--- src/rtl/pi_stream_launcher64_if.sv ---
// Bundle between the PI stream launcher, its host (sample/result banks) and the integrator.
// Latency: none, wires only.
// Backpressure: none; every transfer is a single-cycle strobe or pulse.
`ifndef N_WindTurbine
`define N_WindTurbine 4
`endif

interface pi_stream_launcher64_if #(
    parameter int N = `N_WindTurbine
);
    localparam int AW = $clog2(N);

    logic          step_sta;
    logic          wr_en;
    logic [AW-1:0] wr_addr;
    logic [63:0]   wr_data;
    logic          done_sig;
    logic [63:0]   y;
    logic [AW-1:0] rd_addr;
    logic [63:0]   rd_data;
    logic          done_read_x;
    logic          sta;
    logic [63:0]   x;
    logic          busy;
    logic          step_done;
    logic          err_overrun;
    logic          err_timeout;

    // Host / integrator side
    modport master (
        output step_sta, wr_en, wr_addr, wr_data, done_sig, y, rd_addr,
        input  rd_data, done_read_x, sta, x, busy, step_done, err_overrun, err_timeout
    );

    // Launcher side
    modport slave (
        input  step_sta, wr_en, wr_addr, wr_data, done_sig, y, rd_addr,
        output rd_data, done_read_x, sta, x, busy, step_done, err_overrun, err_timeout
    );
endinterface

--- src/rtl/pi_stream_launcher64.sv ---
// Sequences one step of the PI integrator: done_read_x pre-pulse, sta + N-word x burst, N-word y capture.
// Latency: done_read_x 1 cycle after step_sta, sta/word 0 LEAD cycles later; step_done N-1 cycles after done_sig.
// No backpressure: step_sta while busy is dropped (err_overrun); a missing done_sig ends the step (err_timeout).
`ifndef N_WindTurbine
`define N_WindTurbine 4
`endif

module pi_stream_launcher64 #(
    parameter int N       = `N_WindTurbine,
    parameter int LEAD    = 10,
    parameter int TIMEOUT = 255
) (
    input  logic                  clk,
    input  logic                  rst,
    pi_stream_launcher64_if.slave io
);
    localparam int AW   = $clog2(N);
    localparam int CMAX = (LEAD > TIMEOUT) ? LEAD : TIMEOUT;
    localparam int CW   = $clog2(CMAX + 1);
    localparam logic [AW-1:0] IDX_LAST = AW'(N - 1);

    typedef enum logic [2:0] {
        S_IDLE,
        S_LEAD,
        S_STREAM,
        S_WAIT_DONE,
        S_CAPTURE
    } state_t;

    state_t        state_q, state_d;
    logic [CW-1:0] cnt_q, cnt_d;           // lead countdown, then done_sig wait counter
    logic [AW-1:0] idx_q, idx_d;           // stream index k, then capture index
    logic          done_read_x_q, done_read_x_d;
    logic          err_overrun_q, err_overrun_d;
    logic          err_timeout_q, err_timeout_d;
    logic [63:0]   rd_data_q, rd_data_d;

    logic [63:0]   sample_bank [N];
    logic [63:0]   result_bank [N];

    logic          res_we;
    logic [AW-1:0] res_waddr;
    logic [63:0]   x_c;
    logic          sta_c;
    logic          step_done_c;

    // Next state, counters, bank write strobe and the combinational stream outputs
    always_comb begin
        state_d       = state_q;
        cnt_d         = cnt_q;
        idx_d         = idx_q;
        done_read_x_d = 1'b0;
        err_overrun_d = err_overrun_q | (io.step_sta & (state_q != S_IDLE));
        err_timeout_d = err_timeout_q;
        rd_data_d     = result_bank[io.rd_addr];
        res_we        = 1'b0;
        res_waddr     = idx_q;
        x_c           = '0;
        sta_c         = 1'b0;
        step_done_c   = 1'b0;

        case (state_q)
            S_IDLE: begin
                if (io.step_sta) begin
                    state_d       = S_LEAD;
                    cnt_d         = CW'(LEAD - 1);
                    done_read_x_d = 1'b1;
                end
            end
            S_LEAD: begin
                if (cnt_q == '0) begin
                    state_d = S_STREAM;
                    idx_d   = '0;
                end else begin
                    cnt_d = cnt_q - CW'(1);
                end
            end
            S_STREAM: begin
                x_c   = sample_bank[idx_q];
                sta_c = (idx_q == '0);
                if (idx_q == IDX_LAST) begin
                    state_d = S_WAIT_DONE;
                    cnt_d   = '0;
                    idx_d   = '0;
                end else begin
                    idx_d = idx_q + AW'(1);
                end
            end
            S_WAIT_DONE: begin
                // done_sig wins over the timeout; err_timeout rises exactly TIMEOUT
                // cycles after the last x word, together with the return to IDLE.
                if (io.done_sig) begin
                    res_we    = 1'b1;
                    res_waddr = '0;
                    idx_d     = AW'(1);
                    state_d   = S_CAPTURE;
                end else if (cnt_q == CW'(TIMEOUT - 2)) begin
                    err_timeout_d = 1'b1;
                    cnt_d         = '0;
                    state_d       = S_IDLE;
                end else begin
                    cnt_d = cnt_q + CW'(1);
                end
            end
            S_CAPTURE: begin
                res_we    = 1'b1;
                res_waddr = idx_q;
                if (idx_q == IDX_LAST) begin
                    step_done_c = 1'b1;
                    idx_d       = '0;
                    state_d     = S_IDLE;
                end else begin
                    idx_d = idx_q + AW'(1);
                end
            end
            default: state_d = S_IDLE;
        endcase
    end

    // State, counters and registered outputs; banks are deliberately left out of reset
    always_ff @(posedge clk or posedge rst) begin
        if (rst) begin
            state_q       <= S_IDLE;
            cnt_q         <= '0;
            idx_q         <= '0;
            done_read_x_q <= 1'b0;
            err_overrun_q <= 1'b0;
            err_timeout_q <= 1'b0;
            rd_data_q     <= '0;
        end else begin
            state_q       <= state_d;
            cnt_q         <= cnt_d;
            idx_q         <= idx_d;
            done_read_x_q <= done_read_x_d;
            err_overrun_q <= err_overrun_d;
            err_timeout_q <= err_timeout_d;
            rd_data_q     <= rd_data_d;
        end
    end

    // Sample bank: a write in the cycle its word is streamed shows up next step
    always_ff @(posedge clk) begin
        if (io.wr_en) sample_bank[io.wr_addr] <= io.wr_data;
    end

    // Result bank: a read of the word being captured returns the previous value
    always_ff @(posedge clk) begin
        if (res_we) result_bank[res_waddr] <= io.y;
    end

    assign io.x           = x_c;
    assign io.sta         = sta_c;
    assign io.done_read_x = done_read_x_q;
    assign io.busy        = (state_q != S_IDLE);
    assign io.step_done   = step_done_c;
    assign io.err_overrun = err_overrun_q;
    assign io.err_timeout = err_timeout_q;
    assign io.rd_data     = rd_data_q;
endmodule

--- src/flat_wrapper.sv ---
// flat-port wrapper written by rule: the top's interface ports become plain ports
module pi_stream_launcher64_flat 
#(
    parameter int N       = `N_WindTurbine,
    parameter int LEAD    = 10,
    parameter int TIMEOUT = 255
)
  (clk, rst, io_step_sta, io_wr_en, io_wr_addr, io_wr_data, io_done_sig, io_y, io_rd_addr, io_rd_data, io_done_read_x, io_sta, io_x, io_busy, io_step_done, io_err_overrun, io_err_timeout);
  pi_stream_launcher64_if #(.N(N)) io_i ();
  input  logic clk;
  input  logic rst;
  input wire logic [$bits(io_i.step_sta)-1:0] io_step_sta;
  input wire logic [$bits(io_i.wr_en)-1:0] io_wr_en;
  input wire logic [$bits(io_i.wr_addr)-1:0] io_wr_addr;
  input wire logic [$bits(io_i.wr_data)-1:0] io_wr_data;
  input wire logic [$bits(io_i.done_sig)-1:0] io_done_sig;
  input wire logic [$bits(io_i.y)-1:0] io_y;
  input wire logic [$bits(io_i.rd_addr)-1:0] io_rd_addr;
  output wire logic [$bits(io_i.rd_data)-1:0] io_rd_data;
  output wire logic [$bits(io_i.done_read_x)-1:0] io_done_read_x;
  output wire logic [$bits(io_i.sta)-1:0] io_sta;
  output wire logic [$bits(io_i.x)-1:0] io_x;
  output wire logic [$bits(io_i.busy)-1:0] io_busy;
  output wire logic [$bits(io_i.step_done)-1:0] io_step_done;
  output wire logic [$bits(io_i.err_overrun)-1:0] io_err_overrun;
  output wire logic [$bits(io_i.err_timeout)-1:0] io_err_timeout;
  assign io_i.step_sta = io_step_sta;
  assign io_i.wr_en = io_wr_en;
  assign io_i.wr_addr = io_wr_addr;
  assign io_i.wr_data = io_wr_data;
  assign io_i.done_sig = io_done_sig;
  assign io_i.y = io_y;
  assign io_i.rd_addr = io_rd_addr;
  assign io_rd_data = io_i.rd_data;
  assign io_done_read_x = io_i.done_read_x;
  assign io_sta = io_i.sta;
  assign io_x = io_i.x;
  assign io_busy = io_i.busy;
  assign io_step_done = io_i.step_done;
  assign io_err_overrun = io_i.err_overrun;
  assign io_err_timeout = io_i.err_timeout;
  pi_stream_launcher64 #(.N(N), .LEAD(LEAD), .TIMEOUT(TIMEOUT)) u_core (.clk(clk), .rst(rst), .io(io_i));
endmodule
--- config.mk ---
export PLATFORM = sky130hd
export DESIGN_NAME = pi_stream_launcher64_flat
export DESIGN_NICKNAME = d
export VERILOG_FILES = /design/src/rtl/pi_stream_launcher64_if.sv /design/src/rtl/pi_stream_launcher64.sv /design/src/flat_wrapper.sv
export SDC_FILE = /design/constraint.sdc
export NUM_CORES = 1
export LEC_CHECK = 0
export BUFFER_PORTS_ARGS = -buffer_cell sky130_fd_sc_hd__buf_2
export CORE_UTILIZATION = 55
export CTS_CLUSTER_SIZE = 24
export DETAILED_ROUTE_END_ITERATION = 7
export GPL_TIMING_DRIVEN = 0
export PLACE_DENSITY = 0.73
export SETUP_SLACK_MARGIN = 0.1
export SYNTH_ARGS = -nofsm -noshare
export SYNTH_HDL_FRONTEND = slang
export SYNTH_SLANG_ARGS = --single-unit
--- constraint.sdc ---
create_clock -name clk -period 15.9 [get_ports clk]
set_input_delay 0.795 -clock clk [delete_from_list [all_inputs] [get_ports clk]]
set_output_delay 0.795 -clock clk [all_outputs]
set_load 0.1 [all_outputs]
# Yosys cells after proc, flatten, opt, wreduce, memory -nomap -nowiden
# Memories as Yosys holds them, arrays and structs flattened. A register that Yosys moved wholly into a read port is not among the register bits.
# Index checks and enable logic that the tools add are counted.
[word_totals] output_inout_bits=134 register_bits=16 mem_bits_rw=512 wordCells=70 n_memories=2
[memory_table] name="u_core.result_bank" depth=4 word_bits=64 read_ports=1 rd_clocked_by_memory_dff=1 wr=1 line_no="pi_stream_launcher64.sv:39" text="logic [63:0] result_bank [N];"
[memory_table] name="u_core.sample_bank" depth=4 word_bits=64 read_ports=1 rd_clocked_by_memory_dff=0 wr=1 line_no="pi_stream_launcher64.sv:38" text="logic [63:0] sample_bank [N];"
[op_classes] n_eq_ne=14 n_reduce_logical=11 n_addsub=3 muxes=31 n_bitwise=3
[ops] operator="$mux W64" n=1
[ops] operator="$mux W8" n=5
[ops] operator="$pmux W8 S4" n=1
[ops] operator="$mux W3" n=6
[ops] operator="$pmux W3 S5" n=1
[ops] operator="$mux W1" n=10
[ops] operator="$mux W2" n=5
[ops] operator="$reduce_and A5 Y1" n=2
[ops] operator="$add A8 B1 Y8 const B" n=1
[ops] operator="$eq A8 B8 Y1 const B" n=1
[ops] operator="$logic_not A8 Y1" n=1
[ops] operator="$ne A2 B2 Y1 const B" n=4
[ops] operator="$sub A8 B1 Y8 const B" n=1
[ops] operator="$eq A3 B2 Y1 const B" n=2
[ops] operator="$ne A2 B1 Y1 const B" n=3
[ops] operator="$pmux W2 S3" n=1
[ops] operator="$reduce_and A3 Y1" n=2
[ops] operator="$reduce_bool A3 Y1" n=2
[ops] operator="$reduce_bool A4 Y1" n=1
[ops] operator="$eq A3 B1 Y1 const B" n=1
[ops] operator="$eq A3 B3 Y1 const B" n=1
[ops] operator="$logic_not A3 Y1" n=1
[ops] operator="$ne A3 B2 Y1 const B" n=1
[ops] operator="$add A2 B1 Y2 const B" n=1
[ops] operator="7 further kinds" n=7

# Depth between registers and ports, before layout
# Gate-level depths: netlist (run 1).
[logic_depth] word_depth=4 ltp_mapped=7 mapped_depth_nobuf=7

# Worst setup path after synthesis (run 1)
# Ideal clock, no wire load.
[synth_timing] kind="reg-to-reg" startpoint="register u_core.idx_q[1]" endpoint="memory u_core.result_bank[0][0], enable pin" synth_period_minus_slack_ns=6.334 path_slack_ns=9.566 stages_incl_launch_ff=5 t_arrival_ns=5.753 setup_time_ns=0.581 path_buffers=3 path_cell_list="dfrtp_1 -> clkbuf_1 -> buf_1 -> clkbuf_1 -> o31ai_1"
[synth_between] elab_chain_len=2
[synth_lines] item="from (decl)" line_no="pi_stream_launcher64.sv:32" text="logic [AW-1:0] idx_q, idx_d;"
[synth_lines] item="from (signal assigned)" line_no="pi_stream_launcher64.sv:133" text="idx_q <= idx_d;"
[synth_lines] item="$mux W2" line_no="pi_stream_launcher64.sv:92" text="if (io.done_sig) begin"
[synth_lines] item="$mux W2 (*)" line_no="pi_stream_launcher64.sv:62" text="case (state_q)"
[synth_lines] item="to (decl)" line_no="pi_stream_launcher64.sv:39"
# Mark *: on every way between the ends. The rest lies on a longest branch, timed or not.

# Final worst setup path (run 1)
[layout_timing] startpoint="register u_core.idx_q[1]" endpoint="output port io_x[52]"
[layout_between] elab_chain_len=2
[layout_lines] item="$mem_v2 Z4 W64"
[layout_lines] item="$mux W64" line_no="pi_stream_launcher64.sv:62"
[layout_lines] item="to (decl)" line_no="flat_wrapper.sv:22" text="output wire logic [$bits(io_i.x)-1:0] io_x;"
# Every way passes these cells.

==> metrics.md, run 1 <==
| Metric | Value |
|---|---|
| Outcome | complete, no violations |
| CTS tree | built |
| Seq/Total Area, Yosys | 80.4% |
| Hold Crit Class | in -> async |
| CP Launch Type | register |
| Syn nets | 1,093 |
| #FFs+latches synth | 592 |
| Share of layout cells above drive strength 1 | 39.6% |
| CP most frequent cell | clkbuf_1 |
| Final setup viols | 0 |
| EDFF count, synth | 512 |
| Fillers | 2,497 |
| Top post-synthesis cells by count | 512 x edfxtp_1, 128 x mux4_2, 80 x dfrtp_1 |
| Critical Path Sink Type | output pin |
| Final TNS setup | 0 ps |
| Slew @ Worst Pin | 925 ps |
| Cells after synthesis | 950 |
| Gr usage total | 22.8% |
| Pin count of the biggest net entering global routing | 57 |
| Root Buffer | clkbuf_16 |
| Share of the synthesized area in the top cell type | 71.1% |
| Cts repair resizes | 0 |
| Area Overhead vs Synth | 20.8% |
| Post-route DRC violation count | 0 |
| Chip width | 200 µm |
| Core Region | 38,700 µm² |
| Synth async-reset ratio | 13.5% |
| Vias in the first global route | 11,200 |
| Maximum clock insertion buffer count | 3 |
| Critical path's slowest cell | clkbuf_1 |
| Via Count | 10,700 |
| CP peak stage delay | 570 ps |
| Worst vdd ir | 0.120 mV |
| Crit path kind | reg -> out |
| Routed WL | 44.7 mm |
| Setup ws final | 11,770 ps |
| Internal reg-to-reg setup slack | 12,120 ps |
| Area leader, netlist | edfxtp_1 |
| # nets final | 1,459 |
| Pwr Density | 152 nW/µm² |
| Pins Over Slew Limit | 0 |
| Post-DRT Antenna Nets | 0 |
| GRT Residual Overflow | 0 |
| Clock sinks | 592 |
| Reg2Reg Capture Point | u_core.result_bank[3][39]$_DFFE_PP_ |
| FP Rows | 72 |
| Io pins | 271 |
| Top FF cell, synth | edfxtp_1 |
| Critical path buffer and inverter count | 4 |
| H-tree depth | 2 |
| Worst R2R Start | u_core.idx_q[1]$_DFFE_PP0P_ |
| Initial antenna violation count | 13 |
| Lkg Pwr | 0.00918 µW |
| Post-CTS setup buffer count | 0 |
| CP top delay family | buffers and inverters |
| Ranking of synthesized cells by area | edfxtp_1 71%, mux4_2 13%, dfrtp_1 9.3%, nor2b_1 1.9%, clkbuf_1 0.49% |
| Post-place setup slack | 12,020 ps |
| Via/cell ratio | 5.64 |
| CP Max Fanout | 10 |
| Ys Warns | 0 |
| Unique masters post-synth | 51 |
| Power Total | 3970 µW |
| RePlAce Congestion | 0.786 |
| DPL Wire Length | 29.4 mm |
| Total CTS buffers | 57 |
| Arrival @ worst endpoint | 3330 ps |
| Minimum clock period | 4130 ps |
| Mapped Area | 21,600 µm² |
| First-pass GRT wire length | 67.6 mm |
| 1st-iter DRT viols | 732 |
| Tcrit/Tclk final | 26.0% |
| Synthesized area per cell | 22.8 µm² |
| Fmax | 242 MHz |
| R2R cell count | 9 |
| I/O Buffers | 268 |
| Die height | 200 µm |
| Starting Density | 55.8% |
| Hold Buf Count CTS | 0 |
| Number of max-cap violations | 0 |
| Worst-path cell chain | clkbuf_1 > buf_1 > clkbuf_1 > mux4_2 > nor2b_1 > buf_2 |
| RSZ-0062 raised after global routing | no |
| First-pass detailed-route iteration total | 6 |
| Final Hold Violating Endpoints | 0 |
| Max-Slew Margin vs Limit | 38.2% |
| Die area | 40,100 µm² |
| Most numerous cell in the Yosys netlist | edfxtp_1 |
| Required time worst endpoint | 15,110 ps |
| Clock Skew | 15.2 ps |
| Worst-Skew Late Latency | 620 ps |
| Routed wire per std cell | 23.6 µm |
| Clock transition at the registers of the reported paths | 60 ps |
==> metal layers <==
| layer | track usage [%] | wire (µm) | up-vias |
|---|---|---|---|
| met1 | 28.4 | 17000 | 5506 |
| met4 | 8.89 | 1480 | 12 |
| li1 | - | - | 4632 |
| met3 | 7.31 | 3720 | 100 |
| met5 | 0 | 80 | - |
| met2 | 37.5 | 22400 | 405 |
==> power breakdown <==
| part | switching (µW) | internal, µW | total, µW |
|---|---|---|---|
| logic | 562 | 270 | 832 |
| registers | 37.0 | 1780 | 1820 |
| clock network | 559 | 764 | 1320 |
| total | 1160 | 2820 | 3970 |
==> final cells by class <==
type / count / area [µm²] / share of cell area, %
tap: 518 / 648 / 2.48
clock inverter: 24 / 303 / 1.16
timing repair buffer: 307 / 1920 / 7.34
buffer: 42 / 173 / 0.661
sequential: 592 / 17400 / 66.5
multi-input combinational: 305 / 4090 / 15.6
clock buffer: 83 / 1550 / 5.95
antenna: 8 / 20.0 / 0.0766
inverter: 11 / 43.8 / 0.168
==> stage by stage <==
step	hold slack, ps	instances	instance area (µm²)	util [%]
3_5_place_dp	453	1775	24200	62.6
3_3_place_gp	438	1736	23600	61.0
6_report	161	1890	26100	67.4
2_1_floorplan	519	950	21600	-
5_1_grt	174	1884	26100	67.4
4_1_cts	152	1882	26100	67.4
==> how the worst max path moves through the flow <==
stage                                     start                             endpoint  cells after the start
finish              u_core.idx_q[1]$_DFFE_PP0P_                             io_x[52]                      6
global route        u_core.idx_q[1]$_DFFE_PP0P_                             io_x[57]                      6
CTS                 u_core.idx_q[1]$_DFFE_PP0P_                             io_x[53]                      6
detailed placement  u_core.idx_q[1]$_DFFE_PP0P_  u_core.result_bank[3][35]$_DFFE_PP_                      9
global placement    u_core.idx_q[1]$_DFFE_PP0P_  u_core.result_bank[0][35]$_DFFE_PP_                      4
floorplan           u_core.idx_q[1]$_DFFE_PP0P_   u_core.result_bank[0][0]$_DFFE_PP_                      4
==> sequential cells by signal, indices dropped and copies added, names as in the netlist <==
register and count:
u_core.result_bank 256, u_core.state_q 3, u_core.idx_q 2, u_core.io.err_timeout 1, u_core.io.err_overrun 1, u_core.io.done_read_x 1
u_core.sample_bank 256, u_core.io.rd_data 64, u_core.cnt_q 8
==> cells in the final DEF, fill, tap and decap left out, drive strengths merged, types with 3 or more instances in the layout <==
cell,instances
edfxtp,512
inv,13
bufinv,5
a21oi,8
o21ai,14
nand3,4
diode,8
o21a,3
and3,3
nand2,12
clkbuf,111
nand2b,3
mux4,128
dfrtp,80
clkinv,15
nor2,13
buf,321
ha,6
nor2b,65
nor3,8
==> logic make-up after synthesis <==
family                     after synthesis  share of synthesized area, %
buffers and inverters                   53                         0.989
DFF                                    592                          80.4
AOI/OAI and AO/OA                       47                          1.49
muxes                                  130                          13.4
adders and majority gates                6                         0.347
xor gates and xnor gates                 2                        0.0810
and+or+nand+nor                        120                          3.29
Power figures use the tool's default switching activity.
==> run 2: changes to the inputs <==
Settings changed: ABC_AREA from default to 1, CORE_UTILIZATION 55 to 52, PLACE_DENSITY 0.73 to 0.72.
Clock period 15.9 ns to 3.33 ns, I/O delays scaled along.
==> run 2 against run 1 <==
  * Clock skew is 4.4 ps higher
  * Sequential share of layout area is 5.0 points lower
  * Sequential cell count stayed put
  * Synthesized cell count grew 73%
  * Die area grew 8.4%
  * Cell area rose by 8.2%
  * Sequential power rose to 4.8 times the previous value
  * Register-to-register slack got worse by 12000 ps
  * Via count rose by 43%
  * Non-clock buffer count increased by 179
  * Worst hold slack got worse by 30 ps
  * Total power grew to 5.4 times the previous value
  * Critical endpoint is now io_x[61]
  * Largest cell class unchanged
==> metrics.md, run 2 <==
| Metric | Value |
|---|---|
| First-pass GRT wire length | 84.9 mm |
| Share of the synthesized area in the top cell type | 69.3% |
| Switch Pwr | 7790 µW |
| Total CTS buffers | 55 |
| Final setup viols | 0 |
| Layout Utilization | 67.2% |
| Area leader, netlist | edfxtp_1 |
| I/O Buffers | 269 |
| FP Rows | 75 |
| Worst-path cell chain | buf_2 > inv_2 > buf_6 > clkbuf_1 > o21ai_0 > a21oi_1 > buf_2 |
| Placed cell count | 2,476 |
| Routed wire per std cell | 20.7 µm |
| RSZ-0062 raised after global routing | no |
| Top FF cell, synth | edfxtp_1 |
| CTS tree | built |
| Area of the multi-input gates | 4310 µm² |
| Outcome | complete, no violations |
| DPL Wire Length | 34.6 mm |
| Post-route DRC violation count | 0 |
| Worst-Skew Late Latency | 610 ps |
| Crit path kind | reg -> out |
| Final Hold Violating Endpoints | 0 |
| Die area | 43,500 µm² |
| Worst vdd ir | 0.541 mV |
| Ranking of synthesized cells by area | edfxtp_1 69%, dfrtp_1 9.0%, nor2_1 6.9%, o21ai_0 5.8%, o22ai_1 1.8% |
| Post-place setup slack | 389 ps |
| Root Buffer | clkbuf_16 |
| Min Hold Slack | 130 ps |
| Required time worst endpoint | 3160 ps |
| Arrival @ worst endpoint | 2920 ps |
| Chip width | 209 µm |
| Most frequent cells in the layout | 512 x edfxtp_1, 405 x nor2_1, 303 x buf_2, 258 x o21ai_0, 135 x dlygate4sd3_1 |
| EDFF count, synth | 512 |
| Clock sinks | 592 |
| Slew @ Worst Pin | 995 ps |
| H-tree depth | 2 |
| Area Overhead vs Synth | 27.4% |
| Starting Density | 52.7% |
| Clock transition at the registers of the reported paths | 60 ps |
| Register Area | 17,400 µm² |
| Synth async-reset ratio | 13.5% |
| Cells after synthesis | 1,639 |
| Pin count of the biggest net entering global routing | 42 |
| Hold Crit Class | in -> reg |
| Die height | 209 µm |
| Unique masters post-synth | 30 |
| #FFs+latches synth | 592 |
| Commonest non-fill, non-tap cell in the layout | edfxtp_1 |
| Switching share of power | 36.1% |
| Setup ws final | 248 ps |
| Clock share of power | 30.4% |
| Seq/Total Area, Yosys | 78.4% |
| Post-DRT Antenna Nets | 0 |
| RePlAce Congestion | 0.820 |
| Io pins | 271 |
| Max-Slew Margin vs Limit | 33.5% |
| Lkg Pwr | 0.0106 µW |
| GRT Residual Overflow | 0 |
| Finished Layout Cells | 2,719 |
| Pwr Density | 763 nW/µm² |
| CP most frequent cell | buf_2 |
| Critical Path Sink Type | output pin |
| Via/cell ratio | 5.59 |
| CP Max Fanout | 10 |
| Mapped Area | 22,200 µm² |
| Minimum clock period | 3080 ps |
| Fillers | 2,758 |
| Core Region | 42,000 µm² |
| Top post-synthesis cells by count | 512 x edfxtp_1, 406 x nor2_1, 259 x o21ai_0 |
| Ys Warns | 0 |
| Synthesized area per cell | 13.5 µm² |
| Maximum clock insertion buffer count | 3 |
| Routed WL | 56.2 mm |
| 1st-iter DRT viols | 1,414 |
| Syn nets | 1,782 |
| Tcrit/Tclk final | 92.6% |
| Most numerous cell in the Yosys netlist | edfxtp_1 |
| # nets final | 2,272 |
| Final TNS setup | 0 ps |
| Via Count | 15,200 |
| P_int | 13,800 µW |
| Initial antenna violation count | 6 |
| CP Launch Type | register |
| Comb pwr share | 28.7% |
| Share of layout cells above drive strength 1 | 21.2% |
| Gr usage total | 25.7% |
| First-pass detailed-route iteration total | 5 |
| Flop pwr share | 40.9% |
| Number of max-cap violations | 0 |
| CP peak stage delay | 500 ps |
| Critical path's slowest cell | buf_2 |
| Vias in the first global route | 15,300 |
| Clock Skew | 19.7 ps |
| Pins Over Slew Limit | 0 |
| Fmax | 324 MHz |
==> run 2: what timing repair did <==
item,CTS,global route
gates resized for setup,0,1
endpoints found under the setup margin,0,1
hold buffers,135,0
hold endpoints to repair,566,0
setup buffers,0,0
==> run 2: kinds of logic (layout without fill, tap and decap cells) <==
family | Yosys count | after routing | share of synthesized area, %
simple gates | 519 | 519 | 9.20
buf+inv | 122 | 658 | 2.60
compound gates | 397 | 397 | 9.39
flops | 592 | 592 | 78.4
xor+xnor | 3 | 3 | 0.119
other cells | 0 | 5 | 0
fa+ha+maj | 6 | 6 | 0.339
==> run 2: worst paths after layout <==
check,from,slack (ps),to,cells after the start
setup / recovery,u_core.idx_q[0]$_DFFE_PP0P_,250,io_x[61],7
hold / removal,io_rd_addr[0],130,u_core.io.rd_data[9]$_DFF_PP0_,3
setup reg to reg,u_core.idx_q[1]$_DFFE_PP0P_,390,u_core.result_bank[1][17]$_DFFE_PP_,6
hold reg to reg,u_core.io.err_overrun$_DFF_PP0_,480,u_core.io.err_overrun$_DFF_PP0_,1
max in group asynchronous,rst,2460,u_core.io.rd_data[17]$_DFF_PP0_,4
min in group asynchronous,rst,200,u_core.io.rd_data[52]$_DFF_PP0_,3
==> run 2: metrics by stage <==
stage          area [µm²]  total power [µW]
2_1_floorplan       22200             13500
3_3_place_gp        24200             14800
3_5_place_dp        25000             14900
4_1_cts             28200             21600
5_1_grt             28300             22300
6_report            28300             21600
==> run 2: power groups by stage <==
stage | combinational [µW] | clock [µW] | sequential [µW]
2_1_floorplan | 3920 | 0 | 9540
3_3_place_gp | 5790 | 0 | 8990
3_5_place_dp | 5980 | 0 | 8960
4_1_cts | 6150 | 6590 | 8810
5_1_grt | 6580 | 6870 | 8860
6_report | 6200 | 6550 | 8820
==> run 2: metal layers <==
| metal | vias to the layer above | global-route usage [%] | share of wire [%] |
|---|---|---|---|
| li1 | 6903 | - | - |
| met5 | - | 0 | 0.020 |
| met2 | 713 | 43.7 | 50 |
| met4 | 2 | 11.5 | 4.0 |
| met1 | 7445 | 31.9 | 38 |
| met3 | 145 | 5.21 | 7.3 |
==> run 2: critical path: cells and delay by family, from the launching register on <==
| kind | cells | cell delay, ps |
|---|---|---|
| DFF | 1 | 380 |
| AOI/OAI and AO/OA | 2 | 510 |
| buffers and inverters | 5 | 1430 |
==> run 2: area by class of cell <==
class | instances | share of cell area (%)
sequential | 592 | 61.5
multi-input combinational | 925 | 15.3
timing repair buffer | 433 | 12.0
clock buffer | 74 | 5.42
tap | 539 | 2.39
buffer | 95 | 1.67
clock inverter | 29 | 1.32
inverter | 27 | 0.376
antenna | 5 | 0.0443
==> run 3: changes to the inputs <==
Settings changed: CTS_BUF_LIST from default to sky130_fd_sc_hd__clkbuf_16.
==> run 3 against run 2 <==
  * Critical endpoint is now io_x[32]
  * Register-to-register slack about the same
  * Largest power group unchanged
  * Utilization shrank 0.095 points
  * Non-clock buffer count unchanged
  * Cell area decreased by 0.14%
  * Worst hold slack lost 8.9 ps
  * Clock skew about the same
  * Largest cell class unchanged
  * Sequential cell count unchanged
==> metrics.md, run 3 (synthesis gave the netlist of run 2 again) <==
| Metric | Value |
|---|---|
| Outcome | complete, no violations |
| CP top delay family | buffers and inverters |
| FP Rows | 75 |
| CP Max Fanout | 10 |
| Commonest non-fill, non-tap cell in the layout | edfxtp_1 |
| Maximum clock insertion buffer count | 3 |
| RSZ-0062 raised after global routing | no |
| Area after DPL | 25,000 µm² |
| Critical Path Sink Type | output pin |
| Starting Density | 52.7% |
| R2R cell count | 6 |
| Layout Utilization | 67.1% |
| Number of max-cap violations | 0 |
| GRT Residual Overflow | 0 |
| Post-CTS setup buffer count | 0 |
| Clock sinks | 592 |
| Reg2Reg Capture Point | u_core.result_bank[1][17]$_DFFE_PP_ |
| Required time worst endpoint | 3160 ps |
| Area Overhead vs Synth | 27.2% |
| Clock Skew | 19.6 ps |
| Final setup viols | 0 |
| DPL Wire Length | 34.6 mm |
| First-pass GRT wire length | 84.9 mm |
| Post-DRT Antenna Nets | 0 |
| Internal reg-to-reg setup slack | 400 ps |
| Setup ws final | 250 ps |
| Minimum clock period | 3080 ps |
| First-pass detailed-route iteration total | 5 |
| RePlAce Congestion | 0.820 |
| Die area | 43,500 µm² |
| Arrival @ worst endpoint | 2910 ps |
| Number of cells on the critical path | 7 |
| I/O Buffers | 269 |
| Gr usage total | 25.7% |
| CP peak stage delay | 490 ps |
| Root Buffer | clkbuf_16 |
| Fillers | 2,759 |
| Final instance area | 28,200 µm² |
| Critical path buffer and inverter count | 5 |
| Pwr Density | 760 nW/µm² |
| CP most frequent cell | buf_2 |
| Lkg Pwr | 0.0106 µW |
| Worst-Skew Late Latency | 610 ps |
| Finished Layout Cells | 2,719 |
| Die height | 209 µm |
| Pins Over Slew Limit | 0 |
| CP Launch Type | register |
| Most frequent cells in the layout | 512 x edfxtp_1, 405 x nor2_1, 303 x buf_2, 258 x o21ai_0, 135 x dlygate4sd3_1 |
| Tcrit/Tclk final | 92.5% |
| Max-Slew Margin vs Limit | 33.3% |
| Core Region | 42,000 µm² |
| Crit path kind | reg -> out |
| # nets final | 2,272 |
| Routed wire per std cell | 20.7 µm |
| Io pins | 271 |
| H-tree depth | 2 |
| Clock transition at the registers of the reported paths | 60 ps |
| Post-route DRC violation count | 0 |
| Via/cell ratio | 5.57 |
| Worst vdd ir | 0.531 mV |
| Total CTS buffers | 55 |
| Vias in the first global route | 15,300 |
| Worst R2R Start | u_core.idx_q[1]$_DFFE_PP0P_ |
| Worst-path cell chain | buf_2 > inv_2 > buf_6 > clkbuf_1 > o21ai_0 > a21oi_1 > buf_2 |
| Final Hold Violating Endpoints | 0 |
| Critical path's slowest cell | buf_2 |
| CTS tree | built |
| Chip width | 209 µm |
| CP Launch Point | u_core.idx_q[0]$_DFFE_PP0P_ |
| 1st-iter DRT viols | 1,476 |
| Placed cell count | 2,476 |
| Post-place setup slack | 389 ps |
| Pin count of the biggest net entering global routing | 42 |
| Initial antenna violation count | 6 |
| Fmax | 325 MHz |
| Routed WL | 56.4 mm |
| Share of layout cells above drive strength 1 | 21.0% |
| Hold Crit Class | in -> reg |
| Critical Path End | io_x[32] |
| Via Count | 15,200 |
| Slew @ Worst Pin | 997 ps |
==> run 3: worst min path at each step <==
stage	from	endpoint	cells past startpoint
global placement	io_y[9]	u_core.result_bank[2][9]$_DFFE_PP_	1
detailed placement	rst	u_core.io.done_read_x$_DFF_PP0_	2
CTS	io_rd_addr[0]	u_core.io.rd_data[9]$_DFF_PP0_	3
floorplan	io_y[0]	u_core.result_bank[0][0]$_DFFE_PP_	0
global route	io_rd_addr[0]	u_core.io.rd_data[9]$_DFF_PP0_	3
finish	io_rd_addr[0]	u_core.io.rd_data[9]$_DFF_PP0_	3
==> run 3: final cells by class <==
| cell class | instances | area (µm²) | area share (%) |
|---|---|---|---|
| antenna | 5 | 12.5 | 0.0443 |
| buffer | 95 | 472 | 1.67 |
| clock buffer | 57 | 1430 | 5.06 |
| clock inverter | 46 | 438 | 1.55 |
| inverter | 27 | 106 | 0.377 |
| multi-input combinational | 925 | 4310 | 15.3 |
| sequential | 592 | 17400 | 61.6 |
| tap | 539 | 674 | 2.39 |
| timing repair buffer | 433 | 3400 | 12.1 |
==> run 3: timing repair <==
item	in CTS	in global routing
setup endpoints to repair	0	1
hold buffers	135	0
hold endpoints to repair	566	0
resized for setup	0	1
==> run 3: worst reg2reg max path, stage by stage, from the launching register on <==
cell      delay, ps
dfrtp_1         440
inv_2           140
clkbuf_1        530
nand2_1         280
nor2_4          760
buf_16          250
buf_12          210
==> run 3: power breakdown <==
| part | internal (µW) | leakage, µW | switching (µW) | total (µW) |
|---|---|---|---|---|
| registers | 8630 | 0.00562 | 188 | 8820 |
| logic | 1290 | 0.00402 | 4910 | 6190 |
| clock network | 3730 | 0.000967 | 2700 | 6430 |
| total | 13600 | 0.0106 | 7800 | 21400 |
==> run 3: layer usage <==
| layer | track usage, % | part of all wire (%) | vias up |
|---|---|---|---|
| li1 | - | - | 6897 |
| met1 | 31.7 | 38 | 7360 |
| met2 | 43.7 | 50 | 745 |
| met3 | 5.33 | 7.7 | 149 |
| met4 | 11.6 | 3.9 | 2 |
| met5 | 0 | 0.020 | - |
==> run 3: per-stage QoR <==
step / hold slack [ps] / power [µW] / setup TNS (ps)
3_3_place_gp: 378 / 14800 / -778370
2_1_floorplan: 265 / 13500 / 0
3_5_place_dp: 287 / 14900 / 0
4_1_cts: 87.4 / 21400 / 0
6_report: 121 / 21400 / 0
5_1_grt: 99.6 / 22200 / 0
